[config.mk]
export PLATFORM = sky130hd
export DESIGN_NAME = mips_fetch_unit_flat
export DESIGN_NICKNAME = d
export VERILOG_FILES = /design/src/rtl/mips_fetch_pkg.sv /design/src/rtl/mips_fetch_unit_if.sv /design/src/rtl/fetch_fifo.sv /design/src/rtl/mips_fetch_unit.sv /design/src/flat_wrapper.sv
export SDC_FILE = /design/constraint.sdc
export NUM_CORES = 1
export LEC_CHECK = 0
export CAP_MARGIN = 5
export CORE_UTILIZATION = 30
export CTS_BUF_LIST = sky130_fd_sc_hd__clkbuf_2
export CTS_CLUSTER_DIAMETER = 100
export DETAILED_ROUTE_END_ITERATION = 7
export SYNTH_ARGS = -nofsm -noshare
export SYNTH_HDL_FRONTEND = slang
export SYNTH_SLANG_ARGS = --single-unit
[constraint.sdc]
create_clock -name clk -period 3.5 [get_ports clk]
set_input_delay 0.7 -clock clk [delete_from_list [all_inputs] [get_ports clk]]
set_output_delay 0.7 -clock clk [all_outputs]
set_load 0.05 [all_outputs]
[src/rtl/mips_fetch_pkg.sv]
// Shared types and constants for the MIPS instruction fetch unit.
package mips_fetch_pkg;

  localparam int XLEN = 32;
  localparam logic [XLEN-1:0] RESET_PC_DEFAULT = 32'h0000_0000;
  localparam logic [XLEN-1:0] PC_INC = 32'd4;

  typedef enum logic [1:0] {
    IDLE = 2'd0,
    REQ  = 2'd1,
    WAIT = 2'd2,
    DROP = 2'd3
  } fetch_state_e;

  typedef struct packed {
    logic [XLEN-1:0] pc;
    logic [XLEN-1:0] inst;
  } fetch_entry_t;

  function automatic logic [XLEN-1:0] align_word(input logic [XLEN-1:0] addr);
    return addr & ~(XLEN'(3));
  endfunction

endpackage

[src/rtl/mips_fetch_unit_if.sv]
// Instruction-memory request/response bus: req/gnt handshake plus rvalid data return.
interface mips_fetch_unit_if;

  logic                           imem_req;
  logic [mips_fetch_pkg::XLEN-1:0] imem_addr;
  logic                           imem_gnt;
  logic                           imem_rvalid;
  logic [mips_fetch_pkg::XLEN-1:0] imem_rdata;

  modport master (
    output imem_req,
    output imem_addr,
    input  imem_gnt,
    input  imem_rvalid,
    input  imem_rdata
  );

  modport slave (
    input  imem_req,
    input  imem_addr,
    output imem_gnt,
    output imem_rvalid,
    output imem_rdata
  );

endinterface

[src/rtl/fetch_fifo.sv]
// Prefetch FIFO of {pc, inst} entries with flush; push and pop may coincide even when full.
module fetch_fifo
  import mips_fetch_pkg::*;
#(
  parameter int DEPTH = 4
) (
  input  logic                   clk,
  input  logic                   rst_n,
  input  logic                   flush_i,
  input  logic                   push_i,
  input  fetch_entry_t           push_data_i,
  input  logic                   pop_i,
  output fetch_entry_t           head_o,
  output logic                   full_o,
  output logic                   empty_o,
  output logic [$clog2(DEPTH):0] count_o
);

  localparam int AW = $clog2(DEPTH);

  fetch_entry_t    mem_q [DEPTH];
  logic [AW-1:0]   wr_ptr_q;
  logic [AW-1:0]   rd_ptr_q;
  logic [AW:0]     count_q;
  logic            do_push;
  logic            do_pop;

  assign full_o  = (count_q == (AW+1)'(DEPTH));
  assign empty_o = (count_q == '0);
  assign count_o = count_q;

  assign do_pop  = pop_i && !empty_o;
  assign do_push = push_i && (!full_o || do_pop);

  // NOTE: sequential state uses <= so every flop samples pre-edge values.
  always_ff @(posedge clk or negedge rst_n) begin
    if (!rst_n) begin
      wr_ptr_q <= '0;
      rd_ptr_q <= '0;
      count_q  <= '0;
    end else if (flush_i) begin
      wr_ptr_q <= '0;
      rd_ptr_q <= '0;
      count_q  <= '0;
    end else begin
      if (do_push) wr_ptr_q <= wr_ptr_q + AW'(1);
      if (do_pop)  rd_ptr_q <= rd_ptr_q + AW'(1);
      case ({do_push, do_pop})
        2'b10:   count_q <= count_q + (AW+1)'(1);
        2'b01:   count_q <= count_q - (AW+1)'(1);
        default: count_q <= count_q;
      endcase
    end
  end

  // NOTE: storage is deliberately not reset; empty_o gates the head so stale words never reach decode.
  always_ff @(posedge clk) begin
    if (do_push && !flush_i) mem_q[wr_ptr_q] <= push_data_i;
  end

  assign head_o = empty_o ? '0 : mem_q[rd_ptr_q];

endmodule

[src/rtl/mips_fetch_unit.sv]
// MIPS fetch stage: one outstanding imem request, prefetch FIFO, redirect flush.
// Optional performance counters are built when MIPS_FETCH_PERF_EN is defined.
module mips_fetch_unit
  import mips_fetch_pkg::*;
#(
  parameter int              DEPTH    = 4,
  parameter logic [XLEN-1:0] RESET_PC = RESET_PC_DEFAULT
) (
  input  logic                 clk,
  input  logic                 rst_n,
  mips_fetch_unit_if.master    imem,
  input  logic                 redirect_valid_i,
  input  logic [XLEN-1:0]      redirect_pc_i,
  output logic                 inst_valid_o,
  input  logic                 inst_ready_i,
  output logic [XLEN-1:0]      inst_data_o,
  output logic [XLEN-1:0]      inst_pc_o,
  output logic [XLEN-1:0]      pc_out_o
`ifdef MIPS_FETCH_PERF_EN
  ,
  output logic [31:0]          perf_fetched_o,
  output logic [31:0]          perf_stall_o
`endif
);

  localparam int CW = $clog2(DEPTH) + 1;

  fetch_state_e     state_q;
  logic [XLEN-1:0]  pc_q;
  logic [XLEN-1:0]  req_pc_q;

  fetch_entry_t     head;
  fetch_entry_t     push_data;
  logic             fifo_full;
  logic             fifo_empty;
  logic [CW-1:0]    fifo_count;
  logic [CW-1:0]    count_after_push;
  logic             push;
  logic             pop_eff;
  logic             room_after_push;

  // Redirect outranks both push and pop in the same cycle.
  assign pop_eff = inst_valid_o && inst_ready_i && !redirect_valid_i;
  assign push    = (state_q == WAIT) && imem.imem_rvalid && !redirect_valid_i;

  assign push_data.pc   = req_pc_q;
  assign push_data.inst = imem.imem_rdata;

  assign count_after_push = fifo_count + CW'(1) - CW'(pop_eff);
  assign room_after_push  = (count_after_push < CW'(DEPTH));

  fetch_fifo #(.DEPTH(DEPTH)) u_fifo (
    .clk         (clk),
    .rst_n       (rst_n),
    .flush_i     (redirect_valid_i),
    .push_i      (push),
    .push_data_i (push_data),
    .pop_i       (pop_eff),
    .head_o      (head),
    .full_o      (fifo_full),
    .empty_o     (fifo_empty),
    .count_o     (fifo_count)
  );

  always_ff @(posedge clk or negedge rst_n) begin
    if (!rst_n) begin
      state_q  <= IDLE;
      pc_q     <= RESET_PC;
      req_pc_q <= RESET_PC;
    end else if (redirect_valid_i) begin
      pc_q <= align_word(redirect_pc_i);
      // A response still owed by memory must be swallowed before refetching.
      if ((state_q == REQ && imem.imem_gnt) ||
          ((state_q == WAIT || state_q == DROP) && !imem.imem_rvalid))
        state_q <= DROP;
      else
        state_q <= IDLE;
    end else begin
      case (state_q)
        IDLE: if (!fifo_full) state_q <= REQ;
        REQ: begin
          if (imem.imem_gnt) begin
            req_pc_q <= pc_q;
            pc_q     <= pc_q + PC_INC;
            state_q  <= WAIT;
          end
        end
        WAIT: if (imem.imem_rvalid) state_q <= room_after_push ? REQ : IDLE;
        DROP: if (imem.imem_rvalid) state_q <= IDLE;
        default: state_q <= IDLE;
      endcase
    end
  end

  assign imem.imem_req  = (state_q == REQ);
  assign imem.imem_addr = pc_q;
  assign pc_out_o       = pc_q;

  assign inst_valid_o = !fifo_empty;
  assign inst_data_o  = head.inst;
  assign inst_pc_o    = head.pc;

`ifdef MIPS_FETCH_PERF_EN
  logic [31:0] perf_fetched_q;
  logic [31:0] perf_stall_q;

  always_ff @(posedge clk or negedge rst_n) begin
    if (!rst_n) begin
      perf_fetched_q <= '0;
      perf_stall_q   <= '0;
    end else begin
      if (pop_eff)                       perf_fetched_q <= perf_fetched_q + 32'd1;
      if (inst_ready_i && !inst_valid_o) perf_stall_q   <= perf_stall_q + 32'd1;
    end
  end

  assign perf_fetched_o = perf_fetched_q;
  assign perf_stall_o   = perf_stall_q;
`endif

endmodule
[src/flat_wrapper.sv]
// flat-port wrapper written by rule: the top's interface ports become plain ports
module mips_fetch_unit_flat import mips_fetch_pkg::*;
#(
  parameter int              DEPTH    = 4,
  parameter logic [XLEN-1:0] RESET_PC = RESET_PC_DEFAULT
)
  (clk, rst_n, redirect_valid_i, redirect_pc_i, inst_valid_o, inst_ready_i, inst_data_o, inst_pc_o, pc_out_o, imem_imem_req, imem_imem_addr, imem_imem_gnt, imem_imem_rvalid, imem_imem_rdata);
  mips_fetch_unit_if imem_i ();
  input  logic clk;
  input  logic rst_n;
  input  logic redirect_valid_i;
  input  logic [XLEN-1:0] redirect_pc_i;
  output logic inst_valid_o;
  input  logic inst_ready_i;
  output logic [XLEN-1:0] inst_data_o;
  output logic [XLEN-1:0] inst_pc_o;
  output logic [XLEN-1:0] pc_out_o;
  output wire logic [$bits(imem_i.imem_req)-1:0] imem_imem_req;
  output wire logic [$bits(imem_i.imem_addr)-1:0] imem_imem_addr;
  input wire logic [$bits(imem_i.imem_gnt)-1:0] imem_imem_gnt;
  input wire logic [$bits(imem_i.imem_rvalid)-1:0] imem_imem_rvalid;
  input wire logic [$bits(imem_i.imem_rdata)-1:0] imem_imem_rdata;
  assign imem_imem_req = imem_i.imem_req;
  assign imem_imem_addr = imem_i.imem_addr;
  assign imem_i.imem_gnt = imem_imem_gnt;
  assign imem_i.imem_rvalid = imem_imem_rvalid;
  assign imem_i.imem_rdata = imem_imem_rdata;
  mips_fetch_unit #(.DEPTH(DEPTH), .RESET_PC(RESET_PC)) u_core (.clk(clk), .rst_n(rst_n), .imem(imem_i), .redirect_valid_i(redirect_valid_i), .redirect_pc_i(redirect_pc_i), .inst_valid_o(inst_valid_o), .inst_ready_i(inst_ready_i), .inst_data_o(inst_data_o), .inst_pc_o(inst_pc_o), .pc_out_o(pc_out_o));
endmodule
**Word-level counts from Yosys, hierarchy flattened**

Memories as Yosys holds them, arrays and structs flattened.
Cells that the tools add are included.

- Add/sub/neg operators: 6
- Reduce and logical (&&, ||, !) cells: 26
- Mux-type cells: 20
- Order comparisons: 1
- Equality and inequality tests: 10
- Bitwise gates (word level): 1

Operators by type and width:

| cell | number |
|---|---|
| $mux W32 | 3 |
| $mux W64 | 1 |
| $add A32 B3 Y32 const B | 1 |
| $mux W2 | 10 |
| $logic_and A1 B1 Y1 | 9 |
| $ne A3 B3 Y1 const B | 3 |
| $pmux W2 S4 | 1 |
| $reduce_bool A2 Y1 | 4 |
| $eq A2 B2 Y1 const B | 3 |
| $pmux W3 S2 | 1 |
| $add A2 B1 Y2 const B | 2 |
| $eq A2 B1 Y1 const B | 2 |
| $logic_not A1 Y1 | 4 |
| $reduce_and A4 Y1 | 1 |
| $add A3 B1 Y3 const B | 1 |
| $eq A3 B3 Y1 const B | 1 |
| $logic_not A3 Y1 | 1 |
| $logic_or A1 B1 Y1 | 3 |
| $lt A3 B3 Y1 const B | 1 |
| $mux W1 | 3 |
| $mux W3 | 1 |
| $ne A3 B2 Y1 const B | 1 |
| $reduce_and A3 Y1 | 1 |
| $reduce_bool A3 Y1 | 1 |
| 5 further kinds | 5 |

- Logic and storage cells: 71
- Bits in writable memories: 256
- Flip-flop bits (word level): 73
- Output and inout port bits: 130
- Input port bits: 70
- Memories: 1

Memories:

| name | words | bits a word | rd ports | clocked after memory_dff | wr ports | line | text |
|---|---|---|---|---|---|---|---|
| u_core.u_fifo.mem_q | 4 | 64 | 1 | 0 | 1 | fetch_fifo.sv:21 | `fetch_entry_t mem_q [DEPTH];` |

**Logic depth before layout (Yosys ltp)**

Gate-level depths: netlist (run 1).

- Depth after elaboration: 10
- Gate-level depth with buffers: 8
- Mapped depth without buffers: 6

**Modules after synthesis**

From an unflattened synthesis (run 1), not the netlist that was laid out.

- Cells, all modules: 785
- Area total of the unflattened synthesis: 13489.2 sq um

Modules (own cells, without submodules):

| module | cells an instance | instances | area an instance (sq um) | sequential area each (sq um) |
|---|---|---|---|---|
| fetch_fifo | 467 | 1 | 10219.8 | 7862.5 |
| mips_fetch_unit | 318 | 1 | 3269.4 | 1551.5 |

**Least setup slack after synthesis (run 1)**

No wires, ideal clock.

- Path type: input port to flip-flop
- Start point: input port redirect_valid_i
- End point: memory u_core.u_fifo.mem_q[1][0] in the netlist's numbering, enable pin
- Stages: 3
- Data arrival time: 2.948 ns
- Data required time: 3.074 ns
- Library setup time: 0.426 ns
- Slack: 0.125 ns
- Path buffers: 1
- Cell sequence: clkbuf_1 > nor3_1 > and2_1

- Longest elaborated chain between the ends: 8
- Elaborated cells on any way between the ends: 9
- Classes of those cells: mux (2); reduce/logical (7)

RTL lines:

| what | line | text |
|---|---|---|
| start, declared | flat_wrapper.sv:11 | `input logic redirect_valid_i;` |
| $logic_not A1 Y1 * | fetch_fifo.sv:58, mips_fetch_unit.sv:43, mips_fetch_unit.sv:44 |  |
| $logic_and A1 B1 Y1 | mips_fetch_unit.sv:43 | `assign pop_eff = inst_valid_o && inst_ready_i && !redirect_valid_i;` |
| $logic_and A1 B1 Y1 | fetch_fifo.sv:32 | `assign do_pop = pop_i && !empty_o;` |
| $logic_or A1 B1 Y1 | fetch_fifo.sv:33 | `assign do_push = push_i && (!full_o \|\| do_pop);` |
| $logic_and A1 B1 Y1 | fetch_fifo.sv:33 |  |
| $logic_and A1 B1 Y1 * | fetch_fifo.sv:58 | `if (do_push && !flush_i) mem_q[wr_ptr_q] <= push_data_i;` |
| $mux W1 * | fetch_fifo.sv:58 |  |
| $mux W1 (implied by the code) * | fetch_fifo.sv:58 |  |
| end, declared | fetch_fifo.sv:21 |  |

Mark *: on every way between the ends. The rest lies on a longest branch, timed or not.

**Final worst setup path (run 1)**

- Start point: register u_core.u_fifo.rd_ptr_q[0]
- End point: output port inst_data_o[14]

- Longest elaborated chain between the ends: 2

RTL lines:

| what | line | text |
|---|---|---|
| start, declared | fetch_fifo.sv:23 | `logic [AW-1:0] rd_ptr_q;` |
| start signal, assigned | fetch_fifo.sv:47 | `if (do_pop) rd_ptr_q <= rd_ptr_q + AW'(1);` |
| $mem_v2 Z4 W64 | -- |  |
| $mux W64 | fetch_fifo.sv:61 | `assign head_o = empty_o ? '0 : mem_q[rd_ptr_q];` |
| end, declared | flat_wrapper.sv:15 | `output logic [XLEN-1:0] inst_data_o;` |

Every way passes these cells.

==> flow_summary.toml, run 1 <==
[run]
cap_violations = 0

[sta]
max_freq_mhz = 297
period_needed_ns = 3.37
grt_setup_unrepaired = "true"
slew_headroom_pct = 36.4
fin_skew_ns = 0.0914
setup_viol = 0
fin_crit_sh_pct = 96.2
worst_slew_pin_slew_ns = 0.954
slew_violations = 0
setup_tns_ns = 0
hold_viol_final = 0

[global_routing]
grt_util_all_layers_pct = 14.5
grt_pass1_vias = 8182
grt_overflow = 0
grt_pass1_wl_mm = 48.3
antenna_found_initial = 4
grt_start_max_net_pins = 70

[drt]
drt-wirelength-per-cell_um = 18.9
drt-met1-wl_mm = 13.8
routed.top_layer = "met5"
drtPass1Iterations = 5
drtIter0Drc = 438
dr_wl_met3_mm = 2.32
ant_nets = 0
drt-vias-per-instance = 4.66
post-route-drc-count = 0
routed_wirelength_mm = 32.2
vias = 7905
route.met2.wl_mm = 15.5

[floorplan]
core_um2 = 43300
placementRows = 76
die-area_um2 = 44900
die_h_um = 212
initial_core_util_pct = 30.6
die_w_um = 212
io_pins = 200

[clocking]
cts_tree = "built"
clk_latency_ns = 0.94
cts_root_buffer = "clkbuf_2"
htree_levels = 3
clk_pin_slew_ns = 0.11
cts_made_buffers = 86
cts.sinks = 317
clk_path_buf_depth = 3

[logic_synthesis]
synthTopCellsByCount = "edfxtp_1 (248), dfrtp_1 (69), and2_1 (67)"
synth_most_common_cell = "edfxtp_1"
syn_avg_cell_area_um2 = 16.9
ys_seq_area_share_pct = 69.3
synth_top_area_share_pct = 56.3
synth-async-reset-ratio_pct = 21.8
synth_warnings = 0
synth_seq_cells = 317
ys.flop_type = "edfxtp_1"
ys_types = 53
syn_inst = 781
synth_area_um2 = 13200
synth.area.top_cells = "edfxtp_1 (56%), dfrtp_1 (13%), mux4_2 (11%)"
yosys.area.top_type = "edfxtp_1"
synth_edf_count = 248

[critical_path]
arrival_ns = 2.67
crit_fanout = 7
crit_path_start_kind = "flip-flop"
worstSetupPathType = "reg2out"
crit_path_end_kind = "output port"
crit_required_ns = 2.80

[placement]
placed_area_um2 = 15800
place.gp.congestion = 0.774
port_buffers = 191
post-dp-hpwl_mm = 20.4

[layout]
layout.nets = 1116
area_growth_pct = 29.8
fin_area_um2 = 17200
layout-drive-gt1-share_pct = 35.6
n_fill_cell = 4059

[outcome]
status = "finished clean"

[power_and_ir_drop]
powerDensity_nw_per_um2 = 737
fin_total_pwr_mw = 12.7
ir_drop_uv = 319
power.leakage_nw = 6.13

[min_path]
hold_class = "in2reg"
-- through the flow --
stage | util (%) | hold slack, ns | instances | setup WS, ns
after floorplan | - | 0.404 | 786 | 0.125
after global routing | 39.7 | 0.221 | 1697 | -0.0194
after global placement | 36.6 | 0.489 | 1517 | 0.496
after CTS | 39.3 | 0.155 | 1693 | -0.140
after detailed placement | 36.6 | 0.499 | 1517 | 0.491
final | 39.7 | 0.303 | 1698 | 0.135
-- cells by family after synthesis --
logic type	share of synthesized area (%)
flops	69.3
xor+xnor	0.993
compound gates	2.82
mux	13.3
fa+ha+maj	0.757
other cells	0.0283
simple gates	9.20
buf+inv	3.53
-- worst paths after layout --
| check | from | end | slack (ns) | cells past startpoint |
|---|---|---|---|---|
| worst max register to register | u_core.u_fifo.count_o[0] | u_core.u_fifo.mem_q[2][3] | 1.20 | 7 |
| worst min register to register | u_core.req_pc_q[10] | u_core.u_fifo.mem_q[0][42] | 0.49 | 0 |
| worst min-delay path | redirect_pc_i[20] | u_core.imem.imem_addr[20] | 0.30 | 3 |
| max in group asynchronous | rst_n | u_core.u_fifo.rd_ptr_q[0] | 2.34 | 2 |
| min in group asynchronous | rst_n | u_core.imem.imem_addr[15] | 0.44 | 2 |
| worst max-delay path | u_core.u_fifo.rd_ptr_q[0] | inst_data_o[14] | 0.13 | 6 |
-- layout make-up --
| type | instances | area [µm²] | share of cell area [%] |
|---|---|---|---|
| clock buffer | 128 | 641 | 3.73 |
| clock inverter | 33 | 205 | 1.19 |
| timing repair buffer | 239 | 2650 | 15.4 |
| multi-input combinational | 386 | 3730 | 21.7 |
| sequential | 317 | 9180 | 53.5 |
| tap | 585 | 732 | 4.26 |
| antenna | 2 | 5.00 | 0.0291 |
| inverter | 8 | 30.0 | 0.175 |
-- flip-flops by register name, indices dropped and copies added (netlist names) --
| name | cells |
|---|---|
| u_core.u_fifo.wr_ptr_q | 2 |
| u_core.u_fifo.mem_q | 248 |
| u_core.imem.imem_addr | 30 |
| u_core.u_fifo.count_o | 3 |
| u_core.u_fifo.rd_ptr_q | 2 |
| u_core.state_q | 2 |
| u_core.req_pc_q | 30 |
-- power breakdown --
part | internal (mW) | switching [mW]
registers | 4.57 | 0.369
clock network | 1.15 | 1.55
logic | 2.15 | 2.88
-- critical path, stage by stage, from the launching register on --
cell and delay, ns:
dfrtp_4 0.44, buf_6 0.13, buf_12 0.17, clkbuf_16 0.18, mux4_2 0.50, and2_4 0.18, buf_6 0.14
-- placed cells by master, fill, tap and decap left out, types with 7 or more instances in the layout --
master	count
clkdlybuf4s50_1	126
o31ai_1	8
o21ai_0	14
mux2_2	30
nand4_1	13
and3_1	7
inv_1	8
nor2_1	16
ha_1	8
and2_4	43
buf_6	49
or4_1	9
clkbuf_2	129
and2_1	24
buf_4	28
nand3_1	26
edfxtp_1	248
clkinv_1	20
mux4_2	62
dfrtp_1	67
xor2_1	9
nand2_1	34
buf_12	17
-- timing repair --
| item | CTS | global route |
|---|---|---|
| cloned | 3 | 2 |
| hold buffers | 2 | 0 |
| resized for setup | 284 | 49 |
| setup buffers | 10 | 1 |
| pin swaps | 1 | 3 |
| endpoints found under the setup margin | 61 | 31 |
| endpoints found under the hold margin | 71 | 0 |
-- layer usage --
metal  GRT usage, %  up-vias
met2           23.2      283
li1               -     3587
met4           5.12        4
met3           4.53       46
met1           18.5     3985
met5              0        -
No activity file was read; power rests on OpenSTA's default activity.
==> run 2: changes to the inputs <==
CTS_BUF_LIST = sky130_fd_sc_hd__clkbuf_8   (was sky130_fd_sc_hd__clkbuf_2)
==> flow_summary.toml, run 2 (same netlist as run 1, synthesis figures left out) <==
[placement]
port_buffers = 191
dp_cells = 1517
place.gp.congestion = 0.774
post-dp-hpwl_mm = 20.4

[clocking]
htree_levels = 2
cts_made_buffers = 54
clk_pin_slew_ns = 0.06
cts.hold.buffers_added = 0
cts.sinks = 317
cts_tree = "built"
clk_latency_ns = 0.64
clk_path_buf_depth = 3
cts_root_buffer = "clkbuf_8"

[floorplan]
io_pins = 200
core_um2 = 43300
die_h_um = 212
placementRows = 76
initial_core_util_pct = 30.6
die_w_um = 212
die-area_um2 = 44900

[layout]
regMostFlops = "u_core.u_fifo.mem_q"
largest_register_ffs = 248
final_cells = 1631
multi_input_comb_area_um2 = 3630
layout_common_cells = "edfxtp_1 (248), clkdlybuf4s50_1 (127), dfrtp_1 (67), and2_1 (63), mux4_2 (62)"
final_common_cell = "edfxtp_1"
area_growth_pct = 28.3
layout-drive-gt1-share_pct = 23.8
layout.nets = 1076
seq_area_um2 = 9180
n_fill_cell = 4026

[sta]
hold_viol_final = 0
period_needed_ns = 3.27
fin_skew_ns = 0.0453
grt_setup_unrepaired = "false"
max_freq_mhz = 305
worst_slew_pin_slew_ns = 0.946
slew_violations = 0
whs_ns = 0.207
slew_headroom_pct = 36.9
setup_viol = 0
fin_crit_sh_pct = 93.5
setup_tns_ns = 0

[power_and_ir_drop]
power.leakage_nw = 6.03
powerDensity_nw_per_um2 = 744
ir_drop_uv = 337
fin_total_pwr_mw = 12.6

[drt]
post-route-drc-count = 0
drtPass1Iterations = 5
vias = 7666
drtIter0Drc = 495
ant_nets = 0
routed_wirelength_mm = 31.2
drt-wirelength-per-cell_um = 19.1
drt-vias-per-instance = 4.70

[critical_path]
critPathBufInv = 2
cpLargestDelayFamily = "buffers and inverters"
critical-path-max-stage-delay_ns = 0.59
arrival_ns = 2.57
worstSetupPathType = "reg2out"
slowest_stage = "dfrtp_4"
crit_fanout = 14
crit_required_ns = 2.80
path_cells = "buf_12 > mux4_2 > and2_1 > dlygate4sd2_1"
crit_path_start_kind = "flip-flop"
crit_path_end_kind = "output port"

[global_routing]
antenna_found_initial = 3
grt_overflow = 0
grt_pass1_wl_mm = 47.5
grt_util_all_layers_pct = 14.2
grt_pass1_vias = 7902
grt_start_max_net_pins = 70

[run]
cap_violations = 0

[min_path]
hold_class = "in2async"

[outcome]
status = "finished clean"
## run 2: cell count changes in the layout (fill, tap and decap cells not counted), sizes merged
cell,delta
dlygate4sd2,+37
clkinvlp,-2
clkdlybuf4s50,+1
buf,-41
clkinv,-1
inv,+13
bufinv,+3
dlygate4sd3,-2
clkbuf,-75
## run 2: repair_timing
action / CTS / global route
setup endpoints to repair: 38 / 6
hold endpoints to repair: 0 / 0
cloned: 0 / 0
resized for setup: 38 / 0
setup buffers: 0 / 10
## run 2: through the flow
step	cell area, µm²	utilization [%]	worst slack [ns]
2_1_floorplan	13200	-	0.125
3_3_place_gp	15800	36.6	0.496
3_5_place_dp	15800	36.6	0.491
4_1_cts	16900	39.0	0.0334
5_1_grt	17000	39.2	0.0629
6_report	17000	39.2	0.226
## run 2: final timing paths
kind	end	cells past startpoint	startpoint	slack [ns]
min reg2reg	u_core.u_fifo.mem_q[3][63]	0	u_core.req_pc_q[31]	0.51
max in group asynchronous	u_core.u_fifo.rd_ptr_q[1]	1	rst_n	2.54
max reg2reg	u_core.imem.imem_addr[23]	4	u_core.imem.imem_addr[4]	1.26
min	u_core.req_pc_q[13]	1	rst_n	0.21
min in group clk	u_core.u_fifo.rd_ptr_q[0]	2	redirect_valid_i	0.29
max	inst_pc_o[20]	4	u_core.u_fifo.rd_ptr_q[0]	0.23
## run 2: layer usage
| layer | share of wire [%] | track usage (%) |
|---|---|---|
| met4 | 1.6 | 4.35 |
| met2 | 48 | 22.5 |
| met5 | 0.083 | 0 |
| met1 | 43 | 18.5 |
| met3 | 7.5 | 4.55 |
## run 2: layout make-up
cell class | instances | share of cell area, %
timing repair buffer | 231 | 13.4
inverter | 8 | 0.177
tap | 585 | 4.31
sequential | 317 | 54.1
clock buffer | 56 | 4.54
clock inverter | 46 | 2.09
multi-input combinational | 386 | 21.4
antenna | 2 | 0.0295
## run 2: where the power goes
part	switching (mW)	internal (mW)	total, mW	leakage, nW
registers	0.406	4.58	4.99	3.07
clock network	1.53	1.88	3.42	0.625
logic	2.67	1.55	4.22	2.33
total	4.61	8.02	12.6	6.03
==> run 3: changes to the inputs <==
SETUP_SLACK_MARGIN = 0.5   (was unset)
SLEW_MARGIN = 5   (was unset)
TNS_END_PERCENT = 10   (was unset)
==> flow_summary.toml, run 3 (same netlist as run 1, synthesis figures left out) <==
[clocking]
cts_made_buffers = 53
clk_latency_ns = 0.61
clk_path_buf_depth = 3
clk_pin_slew_ns = 0.06
cts.sinks = 317
cts_tree = "built"
cts_root_buffer = "clkbuf_8"
htree_levels = 2
cts.hold.buffers_added = 0

[floorplan]
core_um2 = 43300
die_h_um = 212
io_pins = 200
die-area_um2 = 44900
die_w_um = 212
initial_core_util_pct = 30.6
placementRows = 76

[drt]
drtPass1Iterations = 4
ant_nets = 0
drt-wirelength-per-cell_um = 19.9
post-route-drc-count = 0
vias = 7643
routed_wirelength_mm = 32.3
drtIter0Drc = 458
drt-vias-per-instance = 4.70

[global_routing]
grt_pass1_wl_mm = 47.2
antenna_found_initial = 3
grt_start_max_net_pins = 70
grt_util_all_layers_pct = 14.2
grt_overflow = 0
grt_pass1_vias = 7693

[sta]
slew_violations = 0
setup_viol = 0
max_freq_mhz = 330
grt_setup_unrepaired = "true"
hold_viol_final = 0
slew_headroom_pct = 35.8
setup_tns_ns = 0
period_needed_ns = 3.03
worst_slew_pin_slew_ns = 0.962
fin_crit_sh_pct = 86.7
fin_skew_ns = 0.0271

[critical_path]
slowest_stage = "dfrtp_4"
critical-path-max-stage-delay_ns = 0.56
arrival_ns = 2.33
worstSetupPathType = "reg2out"
critPathBufInv = 4
critPathMostFrequentCell = "buf_12"
path_cells = "buf_12 > buf_16 > buf_6 > mux4_2 > and2_4 > buf_12"
crit_path_end_kind = "output port"
crit_required_ns = 2.80
crit_path_start_kind = "flip-flop"
crit_fanout = 6
cpLargestDelayFamily = "flip-flops"

[layout]
largest_register_ffs = 248
layout-drive-gt1-share_pct = 26.7
layout.nets = 1076
final_cells = 1625
final_common_cell = "edfxtp_1"
area_growth_pct = 27.8
diodes = 0
layout_common_cells = "edfxtp_1 (248), clkdlybuf4s50_1 (126), dfrtp_1 (67), mux4_2 (62), and2_1 (62)"
regMostFlops = "u_core.u_fifo.mem_q"

[power_and_ir_drop]
power_frac_seq_pct = 39.4
p_sw_share_pct = 36.7
powerDensity_nw_per_um2 = 746
power.leakage_nw = 5.98
fin_total_pwr_mw = 12.6
ir_drop_uv = 341
p_int_mw = 7.99
clockPowerShare_pct = 25.0
net-switching-power_mw = 4.62
combPwrFrac_pct = 35.6

[placement]
place.gp.congestion = 0.793
post-dp-hpwl_mm = 19.6
dp_cells = 1507
port_buffers = 191

[min_path]
hold_class = "in2async"

[outcome]
status = "finished clean"

[run]
cap_violations = 0
==> run 3: path summary, 6_finish.rpt <==
check	cells after the start	end	slack, ns	start
worst max-delay path	6	inst_pc_o[20]	0.47	u_core.u_fifo.rd_ptr_q[0]
worst min-delay path	1	u_core.imem.imem_addr[16]	0.24	rst_n
worst max register to register	4	u_core.imem.imem_addr[23]	1.20	u_core.imem.imem_addr[4]
worst min register to register	0	u_core.u_fifo.mem_q[2][41]	0.52	u_core.req_pc_q[9]
max in group asynchronous	1	u_core.u_fifo.rd_ptr_q[1]	2.53	rst_n
min in group clk	0	u_core.u_fifo.mem_q[2][41]	0.52	u_core.req_pc_q[9]
==> run 3: layout make-up <==
type	instances	area [µm²]
fillers	4005	26400
flip-flops and latches	317	9180
multi-input cells	387	3650
repair buffers	231	2300
clock buffers	59	812
well taps	585	732
clock inverters	38	210
inverters	8	30.0
==> run 3: routing by layer <==
layer,vias up,wire [µm],global-route usage (%)
li1,3441,-,-
met1,3877,14000,19.0
met2,269,15400,22.2
met3,50,2170,4.02
met4,6,640,4.87
met5,-,62,0
==> run 3: repair_timing <==
action,CTS,global route
endpoints found under the setup margin,64,64
cloned,1,4
resized for setup,70,62
setup buffers,7,9
==> run 3: per-stage QoR <==
| step | hold slack (ns) | setup slack [ns] | area (µm²) | utilization [%] |
|---|---|---|---|---|
| 2_1_floorplan | 0.404 | 0.126 | 13300 | - |
| 3_3_place_gp | 0.490 | 0.488 | 15700 | 36.2 |
| 3_5_place_dp | 0.502 | 0.485 | 15700 | 36.2 |
| 4_1_cts | 0.223 | 0.275 | 16800 | 38.8 |
| 5_1_grt | 0.274 | 0.368 | 16900 | 39.1 |
| 6_report | 0.239 | 0.467 | 16900 | 39.1 |
==> run 3: power groups by stage <==
| stage | Combinational (mW) | Sequential, mW | Clock (mW) |
|---|---|---|---|
| after detailed placement | 4.28 | 5.06 | 0 |
| after CTS | 4.34 | 4.97 | 3.26 |
| after global routing | 4.78 | 5.03 | 3.44 |
| after floorplan | 2.89 | 5.01 | 0 |
| after global placement | 4.27 | 5.03 | 0 |
| final | 4.50 | 4.97 | 3.15 |
